`src/rtl/hilo_sequencer_pkg.sv`:
```
// Shared pipeline definitions for the multiply/divide HI/LO sequencer:
// FSM state encoding and default operation latencies.
package hilo_sequencer_pkg;

    typedef enum logic [1:0] {
        IDLE = 2'd0,
        BUSY = 2'd1,
        WB   = 2'd2
    } md_state_e;

    localparam int unsigned MULT_CYCLES_DEF = 4;
    localparam int unsigned DIV_CYCLES_DEF  = 32;

endpackage

```
`src/rtl/hilo_sequencer.sv`:
```
// Multiply/divide sequencer: starts the arithmetic unit, counts its latency,
// strobes the HI/LO write and stalls HI/LO-dependent instructions held in EX.
module hilo_sequencer
    import hilo_sequencer_pkg::*;
#(
    parameter int unsigned MULT_CYCLES = MULT_CYCLES_DEF,
    parameter int unsigned DIV_CYCLES  = DIV_CYCLES_DEF,
    parameter int unsigned CNT_W       = 6
) (
    input  logic clk,
    input  logic rst,
    input  logic ex_valid,
    input  logic ex_mult,
    input  logic ex_div,
    input  logic ex_signed,
    input  logic ex_mfhilo,
    output logic md_start,
    output logic md_op,
    output logic md_signed,
    output logic hilo_we,
    output logic busy,
    output logic pcen,
    output logic ifiden,
    output logic idexen,
    output logic exmembubble
);

    localparam logic [CNT_W-1:0] MULT_LOAD = CNT_W'(MULT_CYCLES - 1);
    localparam logic [CNT_W-1:0] DIV_LOAD  = CNT_W'(DIV_CYCLES - 1);
    localparam logic [CNT_W-1:0] CNT_ONE   = CNT_W'(1);

    md_state_e        state_q;
    logic [CNT_W-1:0] cnt_q;
    logic             hilo_we_q;
    logic             hazard;

    // A start seen while reset is held would not advance the FSM, so it is suppressed.
    assign md_start  = ~rst & ex_valid & (ex_mult | ex_div) & (state_q == IDLE);
    assign md_op     = ex_div;
    assign md_signed = ex_signed;

    assign hazard      = ex_valid & (ex_mfhilo | ex_mult | ex_div) & (state_q != IDLE);
    assign pcen        = ~hazard;
    assign ifiden      = ~hazard;
    assign idexen      = ~hazard;
    assign exmembubble = hazard;

    assign busy    = (state_q != IDLE);
    assign hilo_we = hilo_we_q;

    always_ff @(posedge clk) begin
        if (rst) begin
            state_q   <= IDLE;
            cnt_q     <= '0;
            hilo_we_q <= 1'b0;
        end else begin
            hilo_we_q <= 1'b0;
            case (state_q)
                IDLE: begin
                    if (md_start) begin
                        cnt_q   <= ex_div ? DIV_LOAD : MULT_LOAD;
                        state_q <= BUSY;
                    end
                end
                BUSY: begin
                    if (cnt_q == '0) begin
                        state_q   <= WB;
                        hilo_we_q <= 1'b1;
                    end else begin
                        cnt_q <= cnt_q - CNT_ONE;
                    end
                end
                WB: begin
                    state_q <= IDLE;
                end
                default: begin
                    state_q <= IDLE;
                end
            endcase
        end
    end

endmodule

```
`config.mk`:
```
export PLATFORM = sky130hd
export DESIGN_NAME = hilo_sequencer
export DESIGN_NICKNAME = d
export VERILOG_FILES = /design/src/rtl/hilo_sequencer_pkg.sv /design/src/rtl/hilo_sequencer.sv
export SDC_FILE = /design/constraint.sdc
export NUM_CORES = 1
export LEC_CHECK = 0
export ABC_AREA = 0
export CAP_MARGIN = 20
export CORE_AREA = 5 5 42 44
export CTS_CLUSTER_SIZE = 30
export DETAILED_ROUTE_END_ITERATION = 12
export DIE_AREA = 0 0 47 49
export DONT_BUFFER_PORTS = 1
export SLEW_MARGIN = 30
export SYNTH_ARGS = -nofsm -noshare
export SYNTH_HDL_FRONTEND = slang
export SYNTH_SLANG_ARGS = --single-unit
```
`constraint.sdc`:
```
create_clock -name clk -period 3.4 [get_ports clk]
set_clock_uncertainty 0.15 [all_clocks]
set_input_delay 0.17 -clock clk [delete_from_list [all_inputs] [get_ports clk]]
set_output_delay 0.17 -clock clk [all_outputs]
set_load 0.03 [all_outputs]
```
==> metrics.yaml <==
hpwl_um: 807
num_io_pins: 16
end_kind: "flop"
cp_num_buf_inv: 0
required_ns: 3.40
grt_setup_unrepaired: "false"
synth_area_leaders: "dfxtp_1, nor3_1, a2111oi_1"
die-area_sq_mm: 0.00230
hold_class: "input port to primary output"
dieHeight_um: 49
grt_util_all_layers_pct: 10.5
cp_slowest_cell: "nor3_4"
yosysWarningCount: 0
cp-start-kind: "flop"
p_per_area_mw_per_mm2: 514
fillerInstances: 159
clk_path_buf_depth: 2
run_status: "completed"
critical_path.max_fanout: 9
root_buffer: "clkbuf_4"
worst_pin_slew_ns: 0.594
drtPass1Iterations: 4
dieWidth_um: 47
clock_sinks: 9
synth.ff_latch_count: 9
p_leak_nw: 0.212
crit_family: "simple AND/OR/NAND/NOR gates"
antenna_cells: 0
drc: 0
finalWirelength_mm: 1.06
finalSetupViolations: 0
synthCells: 63
fmax_ghz: 0.485
grt_overflow: 0
placed_cell_area_sq_um: 532
grt_first_pass_wirelength_mm: 1.68
portBuffers: 0
grt_pass1_vias: 413
yosys.area.top_type_share_pct: 33.4
maxCapViolCount: 0
path_clk_slew_ns: 0.06
fin_crit_ns: 2.06
drive_gt1_share_pct: 14.1
crit_type: "flop to flop"
slew_headroom_pct: 60.3
cts_max_level: 1
synth_seq_area_share_pct: 33.4
via_count: 454
ir_worst_vdd_mv: 0.208
cts_buffers: 3
yosys.area.top_type: "dfxtp_1"
avgSynthCellArea_sq_um: 8.56
wl_per_cell_um: 13.3
core.rowCount: 14
slew_violations: 0
seqCellArea_sq_um: 180
synthesis.nets: 72
arrival_ns: 2.07
cpPeakStageDelay_ns: 0.60
ant_nets: 0
drtIter0Drc: 6
timing.setup.tns_ns: 0
antenna_found_initial: 0
multi_input_area_sq_um: 317
synth_cell_types: 27
clk_latency_ns: 0.26
fin_nets: 74
core_area_sq_mm: 0.00140
syn_area_sq_um: 539
gp_congestion: 0.761
grt_max_degree: 11
crit_chain: "or2_1 -> nor3_4 -> nor3_1 -> a2111oi_1"
fin_crit_sh_pct: 60.7
initial_core_util_pct: 38.5
viasPerCell: 5.68
area_growth_syn_to_layout_pct: 8.82
post_cts_buffers: 0
cts_tree: "done"
final-hold-violation-count: 0
fin_area_sq_um: 587
logic make-up (layout without fill, tap and decap cells):
kind of cell    count (synthesis)  after routing  share of synthesized area (%)
flops                           9              9                           33.4
compound gates                 18             18                           24.6
fa+ha+maj                       2              2                           4.64
buf+inv                        10             11                           11.1
simple gates                   24             24                           26.2
power by group:
part	total [W]	switching (W)	internal, W
logic	0.0000900	0.0000571	0.0000329
registers	0.000128	0.0000114	0.000117
clock network	0.0000833	0.0000381	0.0000453
placed cells by master, fill, tap and decap left out, types with 2 or more instances in the layout:
cell       netlist  routed
a211oi_1         2       2
nor2_1           7       7
nor3_1           7       7
clkbuf_4         0       3
clkbuf_1         1       2
inv_1            4       4
nand2b_1         2       2
ha_1             2       2
a2111oi_1        3       3
a21oi_1          6       6
dfxtp_1          9       9
routing by layer:
metal,GRT usage [%],up-vias,wire length (um)
li1,-,234,-
met1,13.3,200,520
met2,12.7,16,413
met3,5.17,4,105
met4,8.29,0,24
met5,0,-,0
cells in the mapped netlist:
| cell | instances |
|---|---|
| o311ai_1 | 1 |
| a211oi_1 | 2 |
| nand2_1 | 1 |
| buf_4 | 4 |
| ha_1 | 2 |
| or4_4 | 1 |
| o21ai_0 | 1 |
| or2_1 | 1 |
| nand2b_1 | 2 |
| a21oi_1 | 6 |
| a31o_1 | 1 |
| dfxtp_1 | 9 |
| nand3_1 | 1 |
| nor2_1 | 7 |
| a31oi_2 | 1 |
| a31oi_1 | 1 |
| clkbuf_1 | 1 |
| inv_1 | 4 |
| and4b_2 | 1 |
| or3_1 | 1 |
| nor3_1 | 7 |
| a2111oi_1 | 3 |
| nor3b_1 | 1 |
| o21ai_1 | 1 |
| a2111o_1 | 1 |
| buf_6 | 1 |
| nor3_4 | 1 |
flip-flops by register name, indices dropped and copies added (netlist names):
name,count
cnt_q,6
hilo_we,1
state_q,2
layout make-up:
cell class | count | area share, %
Clock buffer | 4 | 4.48
Multi-Input combinational cell | 44 | 53.9
Timing Repair Buffer | 3 | 4.90
Tap cell | 16 | 3.41
Sequential cell | 9 | 30.7
Inverter | 4 | 2.56
repair_timing:
action,4_1_cts,5_1_grt
hold buffers,1,0
endpoints found under the hold margin,9,0
gates resized for setup,0,0
path summary, 6_finish.rpt:
check	from	end	slack, ns	cells past startpoint
min	ex_signed	md_signed	0.19	0
max reg2reg	state_q[1]	cnt_q[4]	1.34	4
max	state_q[1]	cnt_q[4]	1.34	4
min reg2reg	cnt_q[0]	cnt_q[0]	0.36	1
per-stage QoR:
step,hold WS [ns],instances,setup slack (ns),utilization (%),total power [W]
6_report,0.190,80,1.34,41.9,0.000301
3_5_place_dp,0.0962,73,1.34,37.9,0.000215
2_1_floorplan,0.318,63,1.52,-,0.000210
3_3_place_gp,0.0977,73,1.34,37.9,0.000215
5_1_grt,0.190,80,1.20,41.9,0.000323
4_1_cts,0.190,78,1.24,40.5,0.000302
No activity file was read; power rests on OpenSTA's default activity.
